<file path="src/rtl/logic_unit_pkg.sv">
// Shared definitions for the pipelined bitwise logic unit: op encoding and
// the reference function used by both the datapath and its models.
package logic_unit_pkg;

    localparam int MAX_WIDTH = 64;

    typedef enum logic [2:0] {
        OP_AND  = 3'd0,
        OP_OR   = 3'd1,
        OP_NOTA = 3'd2,
        OP_NAND = 3'd3,
        OP_NOR  = 3'd4,
        OP_XOR  = 3'd5,
        OP_XNOR = 3'd6,
        OP_ANDN = 3'd7
    } op_t;

    // Computed at full width; callers truncate to their own WIDTH.
    function automatic logic [MAX_WIDTH-1:0] logic_fn(
        input op_t                  op,
        input logic [MAX_WIDTH-1:0] a,
        input logic [MAX_WIDTH-1:0] b
    );
        logic [MAX_WIDTH-1:0] r;
        r = '0;
        unique case (op)
            OP_AND:  r = a & b;
            OP_OR:   r = a | b;
            OP_NOTA: r = ~a;
            OP_NAND: r = ~(a & b);
            OP_NOR:  r = ~(a | b);
            OP_XOR:  r = a ^ b;
            OP_XNOR: r = ~(a ^ b);
            OP_ANDN: r = a & ~b;
        endcase
        return r;
    endfunction

endpackage

</file>
<file path="src/rtl/logic_unit_stage.sv">
// Generic single-entry valid/ready register slice; the upstream ready is
// combinational from the downstream ready (no skid buffer).
module logic_unit_stage #(
    parameter int           W       = 8,
    parameter logic [W-1:0] RST_VAL = '0
) (
    input  logic         clk,
    input  logic         rst,
    input  logic         in_valid,
    input  logic [W-1:0] in_data,
    output logic         in_ready,
    output logic         out_valid,
    output logic [W-1:0] out_data,
    input  logic         out_ready
);

    assign in_ready = !out_valid || out_ready;

    always_ff @(posedge clk) begin
        if (rst) begin
            out_valid <= 1'b0;
            out_data  <= RST_VAL;
        end else if (in_ready) begin
            out_valid <= in_valid;
            if (in_valid) begin
                out_data <= in_data;
            end
        end
    end

endmodule

</file>
<file path="src/rtl/logic_unit_pipe.sv">
// Two-stage pipelined N-bit logic unit with accumulator chaining and
// registered result flags.
module logic_unit_pipe
    import logic_unit_pkg::*;
#(
    parameter int WIDTH = 8
) (
    input  logic             clk,
    input  logic             rst,
    input  logic             in_valid,
    output logic             in_ready,
    input  logic [WIDTH-1:0] in_a,
    input  logic [WIDTH-1:0] in_b,
    input  logic [2:0]       in_op,
    input  logic             in_acc,
    input  logic             in_clr,
    output logic             out_valid,
    input  logic             out_ready,
    output logic [WIDTH-1:0] out_result,
    output logic             out_zero,
    output logic             out_ones,
    output logic             out_parity
);

    localparam int S1_W = 2*WIDTH + 5;
    localparam int S2_W = WIDTH + 3;
    // Idle output reads as result 0, so the zero flag resets high.
    localparam logic [S2_W-1:0] S2_RST = {{WIDTH{1'b0}}, 3'b100};

    logic [S1_W-1:0]  s1_data;
    logic             s1_valid;
    logic [WIDTH-1:0] s1_a;
    logic [WIDTH-1:0] s1_b;
    logic [2:0]       s1_op;
    logic             s1_acc;
    logic             s1_clr;

    logic             s2_in_ready;
    logic [S2_W-1:0]  s2_in_data;
    logic [S2_W-1:0]  s2_data;
    logic             s2_load;

    logic [WIDTH-1:0] acc_q;
    logic [WIDTH-1:0] eff_a;
    logic [WIDTH-1:0] result;

    logic_unit_stage #(
        .W       (S1_W),
        .RST_VAL ('0)
    ) u_stage1 (
        .clk       (clk),
        .rst       (rst),
        .in_valid  (in_valid),
        .in_data   ({in_a, in_b, in_op, in_acc, in_clr}),
        .in_ready  (in_ready),
        .out_valid (s1_valid),
        .out_data  (s1_data),
        .out_ready (s2_in_ready)
    );

    assign s1_a   = s1_data[S1_W-1 -: WIDTH];
    assign s1_b   = s1_data[WIDTH+4 -: WIDTH];
    assign s1_op  = s1_data[4:2];
    assign s1_acc = s1_data[1];
    assign s1_clr = s1_data[0];

    always_comb begin
        eff_a = s1_a;
        if (s1_acc) begin
            eff_a = s1_clr ? '0 : acc_q;
        end
        result = WIDTH'(logic_fn(op_t'(s1_op), MAX_WIDTH'(eff_a), MAX_WIDTH'(s1_b)));
    end

    assign s2_in_data = {result, ~|result, &result, ^result};
    assign s2_load    = s1_valid && s2_in_ready;

    // Updating on the S2 load edge lets the next beat in S1 see it directly.
    always_ff @(posedge clk) begin
        if (rst) begin
            acc_q <= '0;
        end else if (s2_load) begin
            if (s1_acc) begin
                acc_q <= result;
            end else if (s1_clr) begin
                acc_q <= '0;
            end
        end
    end

    logic_unit_stage #(
        .W       (S2_W),
        .RST_VAL (S2_RST)
    ) u_stage2 (
        .clk       (clk),
        .rst       (rst),
        .in_valid  (s1_valid),
        .in_data   (s2_in_data),
        .in_ready  (s2_in_ready),
        .out_valid (out_valid),
        .out_data  (s2_data),
        .out_ready (out_ready)
    );

    assign out_result = s2_data[S2_W-1 -: WIDTH];
    assign out_zero   = s2_data[2];
    assign out_ones   = s2_data[1];
    assign out_parity = s2_data[0];

endmodule

</file>
<file path="config.mk">
export PLATFORM = sky130hd
export DESIGN_NAME = logic_unit_pipe
export DESIGN_NICKNAME = d
export VERILOG_FILES = /design/src/rtl/logic_unit_pkg.sv /design/src/rtl/logic_unit_stage.sv /design/src/rtl/logic_unit_pipe.sv
export SDC_FILE = /design/constraint.sdc
export NUM_CORES = 1
export LEC_CHECK = 0
export ABC_AREA = 1
export BUFFER_PORTS_ARGS = -buffer_cell sky130_fd_sc_hd__buf_4
export CORE_ASPECT_RATIO = 0.6
export CORE_MARGIN = 1
export CORE_UTILIZATION = 55
export DETAILED_ROUTE_END_ITERATION = 12
export PLACE_DENSITY_LB_ADDON = 0.05
export SETUP_SLACK_MARGIN = 0.02
export SLEW_MARGIN = 40
export SYNTH_ARGS = -nofsm -noshare
export SYNTH_HDL_FRONTEND = slang
export SYNTH_SLANG_ARGS = --single-unit
</file>
<file path="constraint.sdc">
create_clock -name clk -period 2.4 [get_ports clk]
set_input_delay 0.12 -clock clk [delete_from_list [all_inputs] [get_ports clk]]
set_output_delay 0.12 -clock clk [all_outputs]
set_load 0.03 [all_outputs]
</file>
==> results.cfg, run 1 <==
[synthesis]
synth.distinct_cells = 21
synth_edf_count = 0
yosysWarnings = 0
synth_cells = 413
syn_nets = 470
async_flop_share_pct = 0
syn_avg_cell_area_um2 = 6.919
ys_seq_area_share_pct = 29.42
synthFlopType = dfxtp_1
synthesis.area_mm2 = 0.002858
ys_ff_latch = 42

[timing]
max_freq_mhz = 432.6
tightest_slew_ns = 0.7355
min_period_over_period_pct = 96.32
clock_skew_ns = 0.01675
setup_viol = 0
finalHoldViolCount = 0
relSlewSlack_pct = 50.67
fin_crit_ns = 2.312
slew_violations = 0
setup_ws_ns = 0.08842
fin_tns_setup_ns = 0

[routing]
drtAntennaViolNets = 0
num_vias = 2959
drtIter0Drc = 227
wl_um = 8271
drc = 0
drt_pass1_iterations = 5
via_per_inst = 5.552
drt-wirelength-per-cell_um = 15.52

[worst_setup_path]
worstPathRequired_ns = 2.59
crit_path_end_kind = register
arrival_ns = 2.50
crit_type = register to register
startpoint_type = register
path_max_fanout = 4

[global_routing]
grt_overflow = 0
grt_pass1_wl_um = 11860
grt_max_degree = 29
grtUsageTotal_pct = 28.24
antenna_found_initial = 0
grt_pass1_vias = 2485

[power]
p_int_mw = 1.288
pwr-share-clk_pct = 22.6
combPwrFrac_pct = 38.4
seq_power_share_pct = 39.0
p_sw_mw = 0.7461
ir_worst_vdd_mv = 0.4495
p_sw_share_pct = 36.68
p_leak_nw = 1.803
cellPowerDensity_mw_per_mm2 = 559.4

[hold_path]
worstHoldPathType = input port to register

[floorplanning]
die_h_um = 57.84
placementRows = 19
die_x_um = 95.06
io_pins = 38
die_area_mm2 = 0.005498
coreArea_mm2 = 0.004778
start_util_pct = 59.81

[layout]
fin_cells = 533
area_growth_pct = 27.23
num-fill-cells = 375
fin_util_pct = 76.09
nets = 527
drive_gt1_share_pct = 28.51
diodes = 0

[placement]
gp_congestion = 0.8558
dpl.cell_count = 511
post-dp-hpwl_um = 5438
portBuffers = 37
pre_cts_ws_ns = -0.01927

[clock_network]
cts_sinks = 42
cts_buffers = 5
cts_buffer_depth = 2
cts_root_buffer = clkbuf_8
htreeDepth = 2
insertion_delay_ns = 0.31
cts.clk_slew.worst_paths_ns = 0.08
cts_tree = done

[job]
max-cap-violations = 0

[run_status]
outcome = finished, final reports clean
layout make-up:
cell class / count / area [µm²] / area share [%]
Clock inverter: 2 / 10.01 / 0.2753
Timing Repair inverter: 1 / 6.256 / 0.1721
Timing Repair Buffer: 72 / 548.0 / 15.07
Multi-Input combinational cell: 290 / 1851 / 50.89
Sequential cell: 42 / 848.3 / 23.33
Tap cell: 63 / 78.83 / 2.168
Inverter: 58 / 225.2 / 6.194
Clock buffer: 5 / 68.82 / 1.893
power by group through the flow:
stage | sequential [mW] | clock (mW) | combinational [mW]
6_report | 0.793 | 0.460 | 0.781
5_1_grt | 0.799 | 0.482 | 0.843
4_1_cts | 0.789 | 0.461 | 0.608
3_5_place_dp | 0.804 | 0 | 0.601
3_3_place_gp | 0.802 | 0 | 0.585
2_1_floorplan | 0.822 | 0 | 0.389
Yosys cell counts (8+ instances only):
master	n	area share [%]
a21oi_1	33	5.8
a31oi_1	8	1.8
clkbuf_1	10	1.3
dfxtp_1	42	29
ha_1	32	14
inv_1	46	6.0
inv_2	12	1.6
nand2_1	68	8.9
nand3_1	25	4.4
nand3_2	9	3.2
nand4_1	26	5.7
nor2_1	42	5.5
o21ai_0	39	6.8
worst max-delay path: stages (launching register included):
cell and delay, ns:
dfxtp_4 0.37, buf_4 0.14, nand3_1 0.11, nand2_2 0.09, ha_1 0.29, nand4_1 0.09, nand2_1 0.09, nor2_2 0.11
nand3_2 0.12, inv_2 0.10, ha_4 0.22, xor2_2 0.14, xnor2_1 0.14, o21ai_1 0.13, inv_1 0.06
placed cells by master (no fill, tap or decap), types with 2 or more instances in the layout:
cell | synthesis | layout
a21oi_1 | 33 | 33
a31oi_1 | 8 | 8
buf_4 | 4 | 69
clkbuf_8 | 0 | 5
clkinv_2 | 0 | 2
dfxtp_1 | 42 | 40
dfxtp_4 | 0 | 2
ha_1 | 32 | 22
ha_4 | 0 | 10
inv_1 | 46 | 45
inv_2 | 12 | 10
inv_4 | 0 | 2
nand2_1 | 68 | 58
nand2_2 | 0 | 10
nand3_1 | 25 | 24
nand3_2 | 9 | 10
nand4_1 | 26 | 26
nor2_1 | 42 | 37
nor2_2 | 3 | 8
o21ai_0 | 39 | 38
o21ai_1 | 1 | 2
state kept, by name (all words and copies together) (netlist names):
register	flops
u_stage1.out_data	21
u_stage2.out_data	11
acc_q	8
u_stage1.out_valid	1
u_stage2.out_valid	1
path summary, 6_finish.rpt:
| check | slack, ns | cells after the start | end | from |
|---|---|---|---|---|
| setup reg to reg | 0.09 | 14 | u_stage2.out_data[0]$_SDFFE_PP0P_ | u_stage1.out_data[1]$_SDFFE_PP0P_ |
| hold / removal | 0.07 | 3 | u_stage1.out_data[14]$_SDFFE_PP0P_ | in_a[1] |
| hold reg to reg | 0.48 | 2 | u_stage2.out_data[2]$_SDFFE_PP1P_ | u_stage2.out_data[2]$_SDFFE_PP1P_ |
| setup / recovery | 0.09 | 14 | u_stage2.out_data[0]$_SDFFE_PP0P_ | u_stage1.out_data[1]$_SDFFE_PP0P_ |
metrics by stage:
step           total power [mW]  cell area, µm²  hold WS [ns]
4_1_cts                   1.858            3342       0.06763
3_5_place_dp              1.405            3241        0.3181
6_report                  2.034            3636       0.07302
5_1_grt                   2.123            3636       0.07802
3_3_place_gp              1.387            3241        0.3193
2_1_floorplan             1.211            2858        0.1891
cell families (layout without fill, tap and decap cells):
group,count (synthesis),after routing,synth area share (%)
AOI/OAI and AO/OA,81,81,14.54
xor gates and xnor gates,3,3,0.9196
adders and majority gates,32,32,14.01
buffers and inverters,81,138,12.22
DFF,42,42,29.42
and+or+nand+nor,174,174,28.90
repair_timing:
action                                 4_1_cts  5_1_grt
setup buffers                                0       13
endpoints found under the hold margin        1        0
setup endpoints to repair                    1        1
resized for setup                            5       34
hold buffers                                 1        0
cloned                                       0        1
pin swaps                                    1       19
per-layer routing:
metal | track usage (%) | share of wire [%] | vias to the layer above | wire length, µm
met3 | 4.987 | 7.7 | 15 | 641
met4 | 6.926 | 1.4 | 0 | 119
met2 | 42.35 | 44 | 130 | 3617
met5 | 0 | 0 | - | 0
met1 | 41.85 | 47 | 1344 | 3894
li1 | - | - | 1470 | -
Note: power is estimated with default switching activity, not from simulation.
==> run 2, diff against run 1 <==
--- a/config.mk
+++ b/config.mk
@@ -16,4 +16,5 @@
 export SLEW_MARGIN = 40
 export SYNTH_ARGS = -nofsm -noshare
 export SYNTH_HDL_FRONTEND = slang
+export SYNTH_HIERARCHICAL = 1
 export SYNTH_SLANG_ARGS = --single-unit
==> results.cfg, run 2 <==
[global_routing]
grt_overflow = 0
grt_max_degree = 45
grt_pass1_vias = 3087
grtUsageTotal_pct = 27.67
grt_pass1_wl_um = 14920
antenna_found_initial = 0

[clock_network]
cts_hold_buf = 0
insertion_delay_ns = 0.30
cts_root_buffer = clkbuf_8
cts_buffer_depth = 2
htreeDepth = 2
cts.clk_slew.worst_paths_ns = 0.09
cts_sinks = 42
cts_buffers = 5
cts_tree = done

[floorplanning]
die_h_um = 64.71
io_pins = 38
die_area_mm2 = 0.006893
die_x_um = 106.5
coreArea_mm2 = 0.006221
placementRows = 22
start_util_pct = 57.94

[synthesis]
ys_top_cells_by_area = dfxtp_1, nand2_1, ha_1
synth.distinct_cells = 30
synthFlopType = dfxtp_1
synth_cells = 541
synthesis.area_mm2 = 0.003605
ys_seq_area_share_pct = 23.33
synth_most_common_cell = nand2_1
synth.top_cell.area_share_pct = 23.33
yosysWarnings = 6
ys_ff_latch = 42
syn_avg_cell_area_um2 = 6.663
yosys.area.top_type = dfxtp_1
async_flop_share_pct = 0
syn_nets = 598
synthTopCellsByCount = nand2_1, inv_1, nor2_1
synth_edf_count = 0

[layout]
area_growth_pct = 17.18
nets = 641
final_common_cell = nand2_1
final_area_mm2 = 0.004224
num-fill-cells = 556
diodes = 0
fin_cells = 669
layout_common_cells = nand2_1, inv_1, buf_4
largest_register_ffs = 21
biggestRegsByFlops = u_stage1/out_data x21, u_stage2/out_data x11, acc_q x8
max_flop_register = u_stage1/out_data
drive_gt1_share_pct = 25.81
fin_util_pct = 67.90

[placement]
gp_congestion = 0.8983
post-dp-hpwl_um = 6739
pre_cts_ws_ns = -0.08235
dpl.cell_count = 659
portBuffers = 37
place_area_mm2 = 0.003935

[timing]
tightest_slew_ns = 0.5614
clock_skew_ns = 0.007929
setup_viol = 1
max_freq_mhz = 410.0
min_period_over_period_pct = 101.6
finalHoldViolCount = 0
slew_violations = 0
rsz0062_at_grt = true
setup_ws_ns = -0.03880
fin_crit_ns = 2.439
relSlewSlack_pct = 62.53

[routing]
num_vias = 3472
drtAntennaViolNets = 0
via_per_inst = 5.190
wl_um = 9212
drt-wirelength-per-cell_um = 13.77
drt_pass1_iterations = 5
drtIter0Drc = 382
drc = 0

[hold_path]
worstHoldPathType = input port to register

[power]
p_leak_nw = 2.231
cellPowerDensity_mw_per_mm2 = 490.8
ir_worst_vdd_mv = 0.2339

[run_status]
violations = negative setup slack
outcome = finished with violations

[worst_setup_path]
crit_type = register to register
arrival_ns = 2.68
startpoint_type = register
worstPathRequired_ns = 2.64
crit_path_end_kind = register
path_max_fanout = 10

[job]
max-cap-violations = 0
-- run 2: repair_timing --
item,4_1_cts,5_1_grt
resized for setup,17,15
setup buffers,1,1
endpoints found under the setup margin,1,3
pin swaps,9,6
-- run 2: worst paths after layout --
kind	end	slack, ns	depth (start not counted)	from
max	u_stage2/out_data[0]$_SDFFE_PP0P_	-0.04	18	u_stage1/out_data[1]$_SDFFE_PP0P_
min	acc_q[3]$_SDFFE_PP0P_	0.11	2	rst
max reg2reg	u_stage2/out_data[0]$_SDFFE_PP0P_	-0.04	18	u_stage1/out_data[1]$_SDFFE_PP0P_
min reg2reg	u_stage2/out_data[2]$_SDFFE_PP1P_	0.47	2	u_stage2/out_data[2]$_SDFFE_PP1P_
-- run 2: worst max-delay path: stages (launching register included) --
cell	delay [ns]
dfxtp_2	0.36
buf_12	0.14
inv_8	0.06
nand2_1	0.08
nand2_2	0.10
ha_4	0.29
inv_1	0.04
nand4_1	0.08
nand2_1	0.07
nor2_2	0.11
nand2_1	0.10
nor2_4	0.12
ha_1	0.25
xor2_1	0.19
xnor2_1	0.13
inv_1	0.05
nand3_1	0.07
nand2_1	0.05
nor2_1	0.09
-- run 2: metrics by stage --
step | total power, mW | hold slack [ns] | setup TNS (ns)
floorplan | 1.327 | 0.1891 | 0
global placement | 1.527 | 0.4097 | -0.04881
detailed placement | 1.539 | 0.4154 | -0.08235
CTS | 2.029 | 0.09037 | 0
global route | 2.207 | 0.1033 | -0.4224
finish | 2.073 | 0.1098 | -0.03880
-- run 2: power breakdown --
part	internal (mW)	total, mW	switching (mW)
clock	0.204	0.462	0.258
sequential	0.745	0.792	0.0473
combinational	0.351	0.819	0.467
total	1.30	2.07	0.772
-- run 2: layout make-up --
class / count / area [µm²] / area share (%)
sequential: 42 / 842.1 / 19.93
inverter: 95 / 369.1 / 8.738
multi-input combinational: 371 / 2262 / 53.55
clock inverter: 3 / 21.27 / 0.5036
timing repair buffer: 69 / 555.5 / 13.15
clock buffer: 5 / 68.82 / 1.629
tap: 84 / 105.1 / 2.488
-- run 2: logic make-up (layout without fill, tap and decap cells) --
group,count (synthesis),in the layout,share of synthesized area (%)
buffers and inverters,128,172,18.85
DFF,42,42,23.33
xor gates and xnor gates,3,3,0.7290
AOI/OAI and AO/OA,49,49,7.636
and+or+nand+nor,287,287,38.35
adders and majority gates,32,32,11.11
-- run 2: per-layer routing --
| metal | part of all wire [%] | global-route usage (%) | vias to the layer above |
|---|---|---|---|
| met5 | 0 | 0 | - |
| met4 | 0.97 | 7.363 | 0 |
| met3 | 7.1 | 6.137 | 14 |
| met2 | 40 | 39.37 | 123 |
| met1 | 52 | 41.42 | 1546 |
| li1 | - | - | 1789 |
